===== config.mk =====
export PLATFORM = sky130hd
export DESIGN_NAME = portal_indication_arbiter
export DESIGN_NICKNAME = d
export VERILOG_FILES = /design/src/rtl/portal_indication_arbiter.sv
export SDC_FILE = /design/constraint.sdc
export NUM_CORES = 1
export LEC_CHECK = 0
export BUFFER_PORTS_ARGS = -buffer_cell sky130_fd_sc_hd__buf_2
export CORE_AREA = 2 2 105 107
export DETAILED_ROUTE_END_ITERATION = 8
export DIE_AREA = 0 0 107 109
export PLACE_DENSITY = 0.68
export SLEW_MARGIN = 10
export SYNTH_ARGS = -nofsm -noshare
export SYNTH_HDL_FRONTEND = slang
export SYNTH_SLANG_ARGS = --single-unit

===== constraint.sdc =====
create_clock -name CLK -period 5.1 [get_ports CLK]
set_input_delay 0.765 -clock CLK [delete_from_list [all_inputs] [get_ports CLK]]
set_output_delay 0.765 -clock CLK [all_outputs]
set_load 0.01 [all_outputs]

===== src/rtl/portal_indication_arbiter.sv =====
// portal_indication_arbiter: round-robin share of NCHAN indication FIFO heads onto one portal output, whole messages at a time; `define INTR_MASK_EN adds a writable interrupt mask.
// Latency: grant 1 cycle after data appears in IDLE; head/deq pass through combinationally while granted; interrupts lag chan_notEmpty by 1 cycle.
// Backpressure: out_deq reaches only the granted channel and only while its head is valid; an empty granted FIFO holds the grant until the message completes.
module portal_indication_arbiter #(
  parameter int NCHAN = 4,
  parameter int DW    = 32,
  parameter int SZW   = 16
) (
  input  logic                 CLK,
  input  logic                 RST,
  input  logic [NCHAN-1:0]     chan_notEmpty,
  input  logic [NCHAN*DW-1:0]  chan_first,
  input  logic [NCHAN*SZW-1:0] chan_size,
  output logic [NCHAN-1:0]     chan_deq,
  output logic                 out_notEmpty,
  output logic [DW-1:0]        out_first,
  input  logic                 out_deq,
`ifdef INTR_MASK_EN
  input  logic                 mask_we,
  input  logic [NCHAN-1:0]     mask_wdata,
`endif
  output logic [3:0]           out_channel,
  output logic                 out_busy,
  output logic                 intr_status,
  output logic [31:0]          intr_channel
);
  localparam int CW = (NCHAN > 1) ? $clog2(NCHAN) : 1;

  typedef enum logic {IDLE, BUSY} state_t;

  state_t         state;
  logic [CW-1:0]  grant;
  logic [CW-1:0]  rr_ptr;
  logic [CW-1:0]  pick_idx;
  logic           pick_vld;
  logic [SZW-1:0] count;
  logic [NCHAN-1:0] mask;
  logic [NCHAN-1:0] pending;
  logic [NCHAN-1:0] rot;
  logic [31:0]    low_chan;
  logic           accept;
  logic [DW-1:0]  first_arr [NCHAN];
  logic [SZW-1:0] size_arr  [NCHAN];

  for (genvar i = 0; i < NCHAN; i++) begin : g_unpack
    assign first_arr[i] = chan_first[i*DW +: DW];
    assign size_arr[i]  = chan_size[i*SZW +: SZW];
  end

  // Rotate requests so bit 0 is the channel at rr_ptr; first set bit wins.
  assign rot = NCHAN'({chan_notEmpty, chan_notEmpty} >> rr_ptr);

  always_comb begin
    int s;
    s        = 0;
    pick_vld = 1'b0;
    pick_idx = '0;
    for (int k = 0; k < NCHAN; k++) begin
      if (!pick_vld && rot[k]) begin
        pick_vld = 1'b1;
        s = int'(rr_ptr) + k;
        if (s >= NCHAN) s = s - NCHAN;
        pick_idx = CW'(s);
      end
    end
  end

  assign out_busy     = (state == BUSY);
  assign out_notEmpty = out_busy && chan_notEmpty[grant];
  assign out_first    = out_busy ? first_arr[grant] : '0;
  assign out_channel  = 4'(grant);
  assign accept       = out_deq && out_notEmpty;

  always_comb begin
    chan_deq = '0;
    if (accept) chan_deq[grant] = 1'b1;
  end

  always_ff @(posedge CLK or posedge RST) begin
    if (RST) begin
      state  <= IDLE;
      grant  <= '0;
      rr_ptr <= '0;
      count  <= '0;
    end else begin
      case (state)
        IDLE: begin
          if (pick_vld) begin
            grant <= pick_idx;
            count <= (size_arr[pick_idx] == '0) ? SZW'(1) : size_arr[pick_idx];
            state <= BUSY;
          end
        end
        BUSY: begin
          if (accept) begin
            count <= count - 1'b1;
            if (count == SZW'(1)) begin
              state  <= IDLE;
              rr_ptr <= (grant == CW'(NCHAN - 1)) ? '0 : grant + 1'b1;
            end
          end
        end
        default: state <= IDLE;
      endcase
    end
  end

`ifdef INTR_MASK_EN
  always_ff @(posedge CLK or posedge RST) begin
    if (RST)          mask <= '0;
    else if (mask_we) mask <= mask_wdata;
  end
`else
  assign mask = '0;
`endif

  always_comb begin
    pending  = chan_notEmpty & ~mask;
    low_chan = '0;
    for (int k = NCHAN - 1; k >= 0; k--) begin
      if (pending[k]) low_chan = 32'(k + 1);
    end
  end

  always_ff @(posedge CLK or posedge RST) begin
    if (RST) begin
      intr_status  <= 1'b0;
      intr_channel <= '0;
    end else begin
      intr_status  <= |pending;
      intr_channel <= low_chan;
    end
  end
endmodule


# Yosys cells after proc, flatten, opt, wreduce, memory -nomap -nowiden

Cells that the tools add are included.

Eq/ne operators: 4
Divide/modulo/power cells: 0
Order comparisons: 8
$add $sub $neg: 9
Multipliers: 0
Bitwise operators: 3
Shift operators: 1
Reduce and logical (&&, ||, !) cells: 14
Mux-type cells: 37

Operator list:

| kind                    | number |
|---|---|
| $mux W32                | 6 |
| $mux W16                | 5 |
| $bmux W32 S2            | 1 |
| $bmux W16 S2            | 1 |
| $pmux W16 S2            | 1 |
| $mux W2                 | 9 |
| $eq A16 B1 Y1 const B   | 1 |
| $logic_not A16 Y1       | 1 |
| $sub A16 B1 Y16 const B | 1 |
| $ge A3 B3 Y1 const B    | 5 |
| $mux W1                 | 9 |
| $shr A8 B2 Y4           | 1 |
| $sub A2 B1 Y2 const B   | 4 |
| $add A2 B2 Y3 const B   | 2 |
| $logic_and A1 B1 Y1     | 6 |
| $not A2 Y3              | 2 |
| $mux W4                 | 1 |
| $reduce_and A2 Y1       | 2 |
| $reduce_or A4 Y1        | 1 |
| $add A2 B1 Y3 const B   | 1 |
| $ge A2 B3 Y1 const B    | 1 |
| $logic_not A1 Y1        | 3 |
| $lt A2 B3 Y1 const B    | 1 |
| $mux W3                 | 1 |
| 10 further kinds        | 10 |

Logic and storage cells: 82
Flip-flop bits (word level): 54
Memories kept: 0
Bits in latches: 0
Bits of input ports: 199
Memory bits (read-only): 0
Memory bits (writable): 0

# Depth between registers and ports, before layout

Gate-level depths: netlist of run 1.

Depth after elaboration: 19
Depth in mapped cells: 12
Mapped depth without buffers: 9

# Least setup slack after synthesis of run 1

Ideal clock, no wire load.

Path type: input -> register
Start: input port chan_notEmpty[0]
End: register count[0]
Stages: 11
Slack: 2,194 ps
Arrival time: 2,837 ps
Buffers on the path: 3
Data required time: 5,031 ps
Cell sequence: buf_2 a21oi_2 o21ai_2 o2bb2a_4 buf_6 buf_6 mux2i_1 mux2i_1 or4_1 or4_1 nand3_1

Longest elaborated chain between the ends: 19
Elaborated cells between the ends (all ways): 30
Those cells by class: eq/ne: 2; shift: 1; mux: 16; bitwise: 1; reduce/logical: 10

RTL lines:

| element                                     | line | text |
|---|---|---|
| start: declaration                          | 11   | `input logic [NCHAN-1:0] chan_notEmpty,` |
| $shr A8 B2 Y4                               | 51   | `assign rot = NCHAN'({chan_notEmpty, chan_notEmpty} >> rr_ptr);` |
| $mux W1                                     | 59   | `if (!pick_vld && rot[k]) begin` |
| $logic_not A1 Y1                            | 59   |  |
| $logic_and A1 B1 Y1                         | 59   |  |
| $mux W1                                     | 59   |  |
| $logic_not A1 Y1                            | 59   |  |
| $logic_and A1 B1 Y1                         | 59   |  |
| $mux W1                                     | 59   |  |
| (+2 left out)                               | --   |  |
| $mux W2                                     | 59   |  |
| $not A2 Y3 (implied by the code)            | 90   | `count <= (size_arr[pick_idx] == '0) ? SZW'(1) : size_arr[pick_idx];` |
| $bmux W16 S2                                | 90   |  |
| $mux W16 (implied by the code) (2 in a row) | 90   |  |
| $logic_not A16 Y1                           | 90   |  |
| $mux W16                                    | 90   |  |
| $mux W16                                    | 88   | `if (pick_vld) begin` |
| $pmux W16 S2                                | 86   | `case (state)` |
| end signal: assignment                      | 90   |  |
| end signal: assignment                      | 96   | `count <= count - 1'b1;` |
| end: declaration                            | 36   | `logic [SZW-1:0] count;` |

Parallel ways exist; a longest one is shown, timed or not. The select of a mux whose other input is x is not followed.
A chain may end at the register's enable or synchronous reset.

# Final worst setup path of run 1

Start: register grant[0]
End: output port chan_deq[3]

Longest elaborated chain between the ends: 5
Elaborated cells between the ends (all ways): 10
Those cells by class: order compare: 2; mux: 5; reduce/logical: 3

RTL lines:

| element                                                              | line   | text |
|---|---|---|
| start: declaration                                                   | 32     | `logic [CW-1:0] grant;` |
| start signal: assignment                                             | 89     | `grant <= pick_idx;` |
| $lt A2 B3 Y1 (implied by the code) (tied with other cells)           | 76     | `if (accept) chan_deq[grant] = 1'b1;` |
| $logic_and A1 B1 Y1 (implied by the code) or $mux W1 (tied branches) | 76, 69 |  |
| $mux W1 (implied by the code) or $logic_and A1 B1 Y1 (tied branches) | 76, 69 |  |
| $demux W1 S2 or $logic_and A1 B1 Y1 (tied branches)                  | 76, 72 |  |
| $mux W4 *                                                            | 76     |  |
| end: declaration                                                     | 14     | `output logic [NCHAN-1:0] chan_deq,` |

Every way passes the cells marked *; elsewhere a longest branch is shown, timed or not. The select of a mux whose other input is x is not followed.

==> results of run 1 <==
==> final cells by class <==
cell class	instances	area (um^2)
fill	1022	6090
multi-input combinational	282	2400
timing repair buffer	243	1220
sequential	25	628
tap	140	175
inverter	12	45.0
clock buffer	3	41.3
clock inverter	1	5.00
==> critical path, cell delays in order (launching register included) <==
cell,delay (ns)
sky130_fd_sc_hd__dfrtp_2,1.10
sky130_fd_sc_hd__mux4_2,0.61
sky130_fd_sc_hd__and3_1,0.29
sky130_fd_sc_hd__and2_1,0.19
sky130_fd_sc_hd__buf_2,0.13
==> final timing paths <==
path,from,end,slack (ns),cells past startpoint
max,grant[0],chan_deq[3],1.73,4
min,rr_ptr[0],rr_ptr[0],0.52,2
max reg2reg,grant[0],count[15],1.95,6
min reg2reg,rr_ptr[0],rr_ptr[0],0.52,2
max in group asynchronous,RST,out_busy,3.73,2
min in group asynchronous,RST,count[13],0.71,2
==> sequential cells by signal, summed over array words and instances (netlist names) <==
signal,cells
count,16
intr_channel,3
out_busy,1
intr_status,1
rr_ptr,2
grant,2
==> per-layer routing <==
metal | global-route usage [%] | routed length, um | up-vias
li1 | - | - | 1659
met1 | 19.7 | 4000 | 1633
met2 | 33.0 | 5450 | 196
met3 | 2.21 | 956 | 12
met4 | 4.55 | 153 | 0
met5 | 0 | 0 | -
==> power by group through the flow <==
stage | combinational (mW) | sequential [mW] | clock [mW]
after floorplan | 0.288 | 0.245 | 0
after global placement | 0.408 | 0.262 | 0
after detailed placement | 0.416 | 0.264 | 0
after CTS | 0.419 | 0.260 | 0.122
after global routing | 0.455 | 0.266 | 0.128
final | 0.415 | 0.259 | 0.120
==> placed cells by master (no fill, tap or decap), drive strengths merged, types with 5 or more instances in the layout <==
cell / instances
o22ai: 8
o21ai: 16
o31ai: 5
and2: 37
a21oi: 12
inv: 12
a22o: 5
mux2: 12
nand2b: 5
nor3: 5
mux4: 33
buf: 243
conb: 31
nand2: 21
mux2i: 37
nor2: 14
ha: 6
dfrtp: 25
nand3: 7
==> kinds of logic (layout without fill, tap and decap cells) <==
logic type / Yosys count / after routing / synth area share, %
AO/OA/AOI/OAI: 58 / 58 / 11.7
adder cells (fa/ha/maj): 6 / 6 / 2.27
multiplexers: 82 / 82 / 37.8
other: 1 / 31 / 0.113
AND/OR/NAND/NOR: 105 / 105 / 17.2
flip-flops: 25 / 25 / 18.9
buffers and inverters: 69 / 259 / 12.0
==> impl_summary.log, run 1 <==
INFO  metric numClockSinks = 25
INFO  metric first_global_vias = 3317
INFO  metric synth-main-ff-cell = sky130_fd_sc_hd__dfrtp_1
INFO  metric timing.critical_path.required = 4.34 ns
INFO  metric wl = 10600 um
INFO  metric detail-route-antenna-nets = 0
INFO  metric post-synth-top-area-fraction = 22.5%
INFO  metric routed_wire_length_per_instance = 15.0 um
INFO  metric grt_antenna_before_repair = 0
INFO  metric post_route_cells_drive_above_1_share = 52.7%
INFO  metric switching_power = 0.293 mW
INFO  metric worstPathMaxFanout = 38
INFO  metric viasPerCell = 4.96
INFO  metric grt_setup_unrepaired = no
INFO  metric port_buffers = 242
INFO  metric fin_total_pwr = 0.794 mW
INFO  metric actual_transition_at_the_worst_max_transition_pin = 1.11 ns
INFO  metric final-hold-violation-count = 0
INFO  metric pnr_worst_setup_slack = 1.73 ns
INFO  metric post-route-drc-count = 0
INFO  metric via_count = 3500
INFO  metric final.setup_skew = 0.000744 ns
INFO  metric status = finished, final reports clean
INFO  metric critical_path_arrival = 2.61 ns
INFO  metric power.ir.vdd_worst = 0.104 mV
INFO  metric globalRouteTotalUtil = 17.1%
INFO  metric hold_class = register to register
INFO  metric cts_setup_buffers = 0
INFO  metric ys_top_cells_by_area = sky130_fd_sc_hd__mux4_2 22%, sky130_fd_sc_hd__dfrtp_1 19%, sky130_fd_sc_hd__mux2i_1 11%
INFO  metric final_min_period_over_clock_period = 66.2%
INFO  metric maxSlewHeadroom = 25.8%
INFO  metric share_seq_of_total_power = 32.6%
INFO  metric synth_area = 3310 um^2
INFO  metric final_period_minus_worst_setup_slack = 3.37 ns
INFO  metric die-area = 11700 um^2
INFO  metric fin_nets = 772
INFO  metric synth-seq-cells = 25
INFO  metric finalInstanceArea = 4510 um^2
INFO  metric cts_root_buffer = sky130_fd_sc_hd__clkbuf_8
INFO  metric cts.htree.levels = 1
INFO  metric grt_max_degree = 68
INFO  metric power_density_over_cell_area = 176 nW/um^2
INFO  metric final-max-slew-violation-count = 0
INFO  metric final-setup-viol-count = 0
INFO  metric clock_insertion_delay_worst_skew = 0.27 ns
INFO  metric final_core_utilization = 42.5%
INFO  metric reported_max_cap_violation_count = 0
INFO  metric clock_share_of_power = 15.1%
INFO  metric netlist-cell-type-count = 46
INFO  metric area_growth = 36.4%
INFO  metric synth-async-reset-ratio = 100%
INFO  metric gpl.final_weighted_congestion = 0.842
INFO  metric timing.critical_path.from_type = register
INFO  metric worstSetupPathType = register to output pin
INFO  metric post-place-cells = 702
INFO  metric synth_common_cells = 37 x sky130_fd_sc_hd__and2_1, 37 x sky130_fd_sc_hd__mux2i_1, 33 x sky130_fd_sc_hd__mux4_2
INFO  metric p_int = 0.501 mW
INFO  metric avg_synthesized_cell_area = 9.55 um^2
INFO  metric finish.cell_count_without_fillers = 706
INFO  metric holdWs = 0.521 ns
INFO  metric yosys.area.top_type = sky130_fd_sc_hd__mux4_2
INFO  metric cellLeakagePower = 2.15 nW
INFO  metric switching_power_as_a_share_of_total_power = 36.9%
INFO  metric drt_pre_antenna_iters = 5
INFO  metric place_hpwl = 9010 um
INFO  metric sum_of_negative_setup_slack = 0 ns
INFO  metric timing.critical_path.to_type = output pin
INFO  metric n_antenna_cell = 0
INFO  metric ys_seq_area_share = 18.9%
INFO  metric floorplan.die.width = 107 um
INFO  metric synth-edff-count = 0
INFO  metric tritoncts = built
INFO  metric top_level_ports = 274
INFO  metric combinational_power_share = 52.2%
INFO  metric cts.path.max_buffers = 2
INFO  metric postCtsHoldBufs = 0
INFO  metric placement.cell_area = 4460 um^2
INFO  metric grt_remaining_overflow = 0
INFO  metric place_worst_setup_slack = 1.78 ns
INFO  metric cts_buffers = 3
INFO  metric synth-warning-count = 0
INFO  metric rows = 38
INFO  metric core_area = 10600 um^2
INFO  metric achievable-frequency = 296 MHz
INFO  metric dieHeight = 109 um
INFO  metric clk_pin_slew_worst_paths = 0.09 ns
INFO  metric start_util = 31.2%
INFO  metric syn_inst = 346
INFO  metric first_iter_violations = 162
INFO  metric number_of_gates_resized_after_cts = 0
INFO  metric first_pass_grt_wire_length = 16000 um
Note: power is estimated with default switching activity, not from simulation.
==> inputs of run 2 (changes only) <==
--- a/config.mk
+++ b/config.mk
@@ -9,7 +9,7 @@
 export CORE_AREA = 2 2 105 107
 export DETAILED_ROUTE_END_ITERATION = 8
 export DIE_AREA = 0 0 107 109
-export PLACE_DENSITY = 0.68
+export PLACE_DENSITY = 0.71
 export SLEW_MARGIN = 10
 export SYNTH_ARGS = -nofsm -noshare
 export SYNTH_HDL_FRONTEND = slang
==> constraint.sdc (replaced) <==
create_clock -name CLK -period 2.9 [get_ports CLK]
set_input_delay 0.435 -clock CLK [delete_from_list [all_inputs] [get_ports CLK]]
set_output_delay 0.435 -clock CLK [all_outputs]
set_load 0.01 [all_outputs]
==> impl_summary.log, run 2 (synthesis gave the netlist of run 1 again) <==
INFO  metric status = finished, final reports clean
INFO  metric top_level_ports = 274 (unchanged)
INFO  metric holdWs = 0.384 ns (-0.137 ns)
INFO  metric cts_buffers = 3 (unchanged)
INFO  metric worstSetupPathType = register to register
INFO  metric gpl.final_weighted_congestion = 0.867 (+3.0%)
INFO  metric numClockSinks = 25 (unchanged)
INFO  metric final-setup-viol-count = 0 (unchanged)
INFO  metric grt_antenna_before_repair = 0 (unchanged)
INFO  metric grt_max_degree = 38 (-44%)
INFO  metric number_of_gates_resized_after_cts = 0 (unchanged)
INFO  metric detail-route-antenna-nets = 0 (unchanged)
INFO  metric timing.critical_path.to_type = register
INFO  metric switching_power_as_a_share_of_total_power = 37.0% (+0.072 points)
INFO  metric place_worst_setup_slack = 0.199 ns (-1.58 ns)
INFO  metric port_buffers = 242 (unchanged)
INFO  metric final-hold-violation-count = 0 (unchanged)
INFO  metric largestRegisters = count x16, intr_channel x3
INFO  metric final_min_period_over_clock_period = 88.9%
INFO  metric mostFrequentLayoutCell = sky130_fd_sc_hd__buf_2
INFO  metric critical_path_arrival = 2.79 ns (+0.18 ns)
INFO  metric clock_insertion_delay_worst_skew = 0.28 ns (about the same)
INFO  metric p_int = 0.896 mW (+79%)
INFO  metric postCtsHoldBufs = 0 (unchanged)
INFO  metric worstPathMaxFanout = 12 (-68%)
INFO  metric actual_transition_at_the_worst_max_transition_pin = 0.999 ns (-0.114 ns)
INFO  metric post_route_cells_drive_above_1_share = 53.1% (+0.40 points)
INFO  metric cts.path.max_buffers = 2 (unchanged)
INFO  metric pnr_worst_setup_slack = 0.323 ns (-1.40 ns)
INFO  metric drt_pre_antenna_iters = 4 (-1)
INFO  metric cts.htree.levels = 1 (unchanged)
INFO  metric power_density_over_cell_area = 311 nW/um^2 (+76%)
INFO  metric maxSlewHeadroom = 33.3% (+7.5 points)
INFO  metric combinational_power_share = 54.5% (+2.3 points)
INFO  metric start_util = 31.2% (unchanged)
INFO  metric fin_total_pwr = 1.42 mW (+79%)
INFO  metric cts_setup_buffers = 0 (unchanged)
INFO  metric timing.critical_path.from_type = register
INFO  metric first_pass_grt_wire_length = 16900 um (+5.6%)
INFO  metric switching_power = 0.525 mW (+79%)
INFO  metric groute.layer.met3.usage = 2.09% (-0.12 points)
INFO  metric viasPerCell = 4.99 (+0.74%)
INFO  metric dieHeight = 109 um (unchanged)
INFO  metric clk_pin_slew_worst_paths = 0.09 ns (about the same)
INFO  metric fin_nets = 779 (+0.91%)
INFO  metric final-max-slew-violation-count = 0 (unchanged)
INFO  metric finish.cell_count_without_fillers = 713 (+0.99%)
INFO  metric wl = 11100 um (+5.0%)
INFO  metric clock_share_of_power = 14.8% (-0.3 points)
INFO  metric final.setup_skew = 0.00937 ns (+0.00862 ns)
INFO  metric globalRouteTotalUtil = 18.1% (+1.0 points)
INFO  metric routed_wire_length_per_instance = 15.5 um (+4.0%)
INFO  metric post-place-cells = 709 (+1.0%)
INFO  metric floorplan.die.width = 107 um (unchanged)
INFO  metric layout_common_cells = 242 x sky130_fd_sc_hd__buf_2, 37 x sky130_fd_sc_hd__mux2i_1, 37 x sky130_fd_sc_hd__and2_1, 33 x sky130_fd_sc_hd__mux4_2, 31 x sky130_fd_sc_hd__conb_1
INFO  metric met1_routing_resource_usage_after_global_routing = 20.1% (+0.38 points)
INFO  metric cts_root_buffer = sky130_fd_sc_hd__clkbuf_8
INFO  metric hold_class = primary input to async pin
INFO  metric final_period_minus_worst_setup_slack = 2.58 ns
INFO  metric share_seq_of_total_power = 30.7% (-1.9 points)
INFO  metric registers.top_by_ff_count = count
INFO  metric core_area = 10600 um^2 (unchanged)
INFO  metric timing.critical_path.required = 3.11 ns (-1.23 ns)
INFO  metric reported_max_cap_violation_count = 0 (unchanged)
INFO  metric rows = 38 (unchanged)
INFO  metric first_iter_violations = 110 (-32%)
INFO  metric place_hpwl = 9560 um (+6.0%)
INFO  metric n_antenna_cell = 0 (unchanged)
INFO  metric post-route-drc-count = 0 (unchanged)
INFO  metric power.ir.vdd_worst = 0.186 mV (+78%)
INFO  metric sum_of_negative_setup_slack = 0 ns (unchanged)
INFO  metric grt_setup_unrepaired = no
INFO  metric tritoncts = built
INFO  metric first_global_vias = 3475 (+4.8%)
INFO  metric via_count = 3561 (+1.7%)
INFO  metric cellLeakagePower = 2.19 nW (+1.7%)
INFO  metric largest_register_ffs = 16 (unchanged)
INFO  metric area_growth = 38.3%
INFO  metric met2_usage = 36.5% (+3.5 points)
INFO  metric grt_remaining_overflow = 0 (unchanged)
INFO  metric achievable-frequency = 388 MHz
INFO  metric layer_with_the_highest_usage = met2
INFO  metric die-area = 11700 um^2 (unchanged)
run 2: cell count changes in the layout (fill, tap and decap cells not counted), sizes merged:
cell / before / now
buf: 243 / 250
clkbuf: 3 / 4
clkinv: 1 / 0
run 2: per-layer routing:
| layer | vias up | wire length (um) |
|---|---|---|
| li1 | 1672 | - |
| met1 | 1678 | 4220 |
| met2 | 201 | 5880 |
| met3 | 10 | 872 |
| met4 | 0 | 110 |
| met5 | - | 0 |
run 2: critical path, cell delays in order, from the launching register on:
cell                       delay, ns
sky130_fd_sc_hd__dfrtp_1        0.46
sky130_fd_sc_hd__a21oi_2        0.17
sky130_fd_sc_hd__o21ai_2        0.07
sky130_fd_sc_hd__o2bb2a_4       0.31
sky130_fd_sc_hd__mux2i_1        0.22
sky130_fd_sc_hd__mux2i_1        0.13
sky130_fd_sc_hd__or4_1          0.53
sky130_fd_sc_hd__or4_1          0.51
sky130_fd_sc_hd__nand3_1        0.10
run 2: worst paths after layout:
check | depth (start not counted) | startpoint | end | slack (ns)
max | 8 | rr_ptr[1] | count[0] | 0.32
min | 2 | RST | count[5] | 0.38
max reg2reg | 8 | rr_ptr[1] | count[0] | 0.32
min reg2reg | 2 | rr_ptr[0] | rr_ptr[0] | 0.55
max in group asynchronous | 2 | RST | grant[0] | 1.85
min in group CLK | 2 | chan_notEmpty[1] | intr_channel[2] | 0.42
run 2: power groups by stage:
stage	combinational (mW)	sequential (mW)	clock, mW
after CTS	0.777	0.434	0.217
after global placement	0.758	0.441	0
after global routing	0.846	0.445	0.230
final	0.774	0.436	0.211
after floorplan	0.506	0.431	0
after detailed placement	0.772	0.441	0
run 2: layout make-up:
class | count | area [um^2]
fill | 1034 | 6030
multi-input combinational | 282 | 2400
timing repair buffer | 250 | 1280
sequential | 25 | 628
tap | 140 | 175
clock buffer | 4 | 45.0
inverter | 12 | 45.0
run 2: stage by stage:
step                      utilization, %  cell area (um^2)
final                               43.1              4570
after global routing                43.1              4570
after CTS                           43.1              4570
after detailed placement            42.7              4530
after global placement              42.7              4530
after floorplan                        -              3420
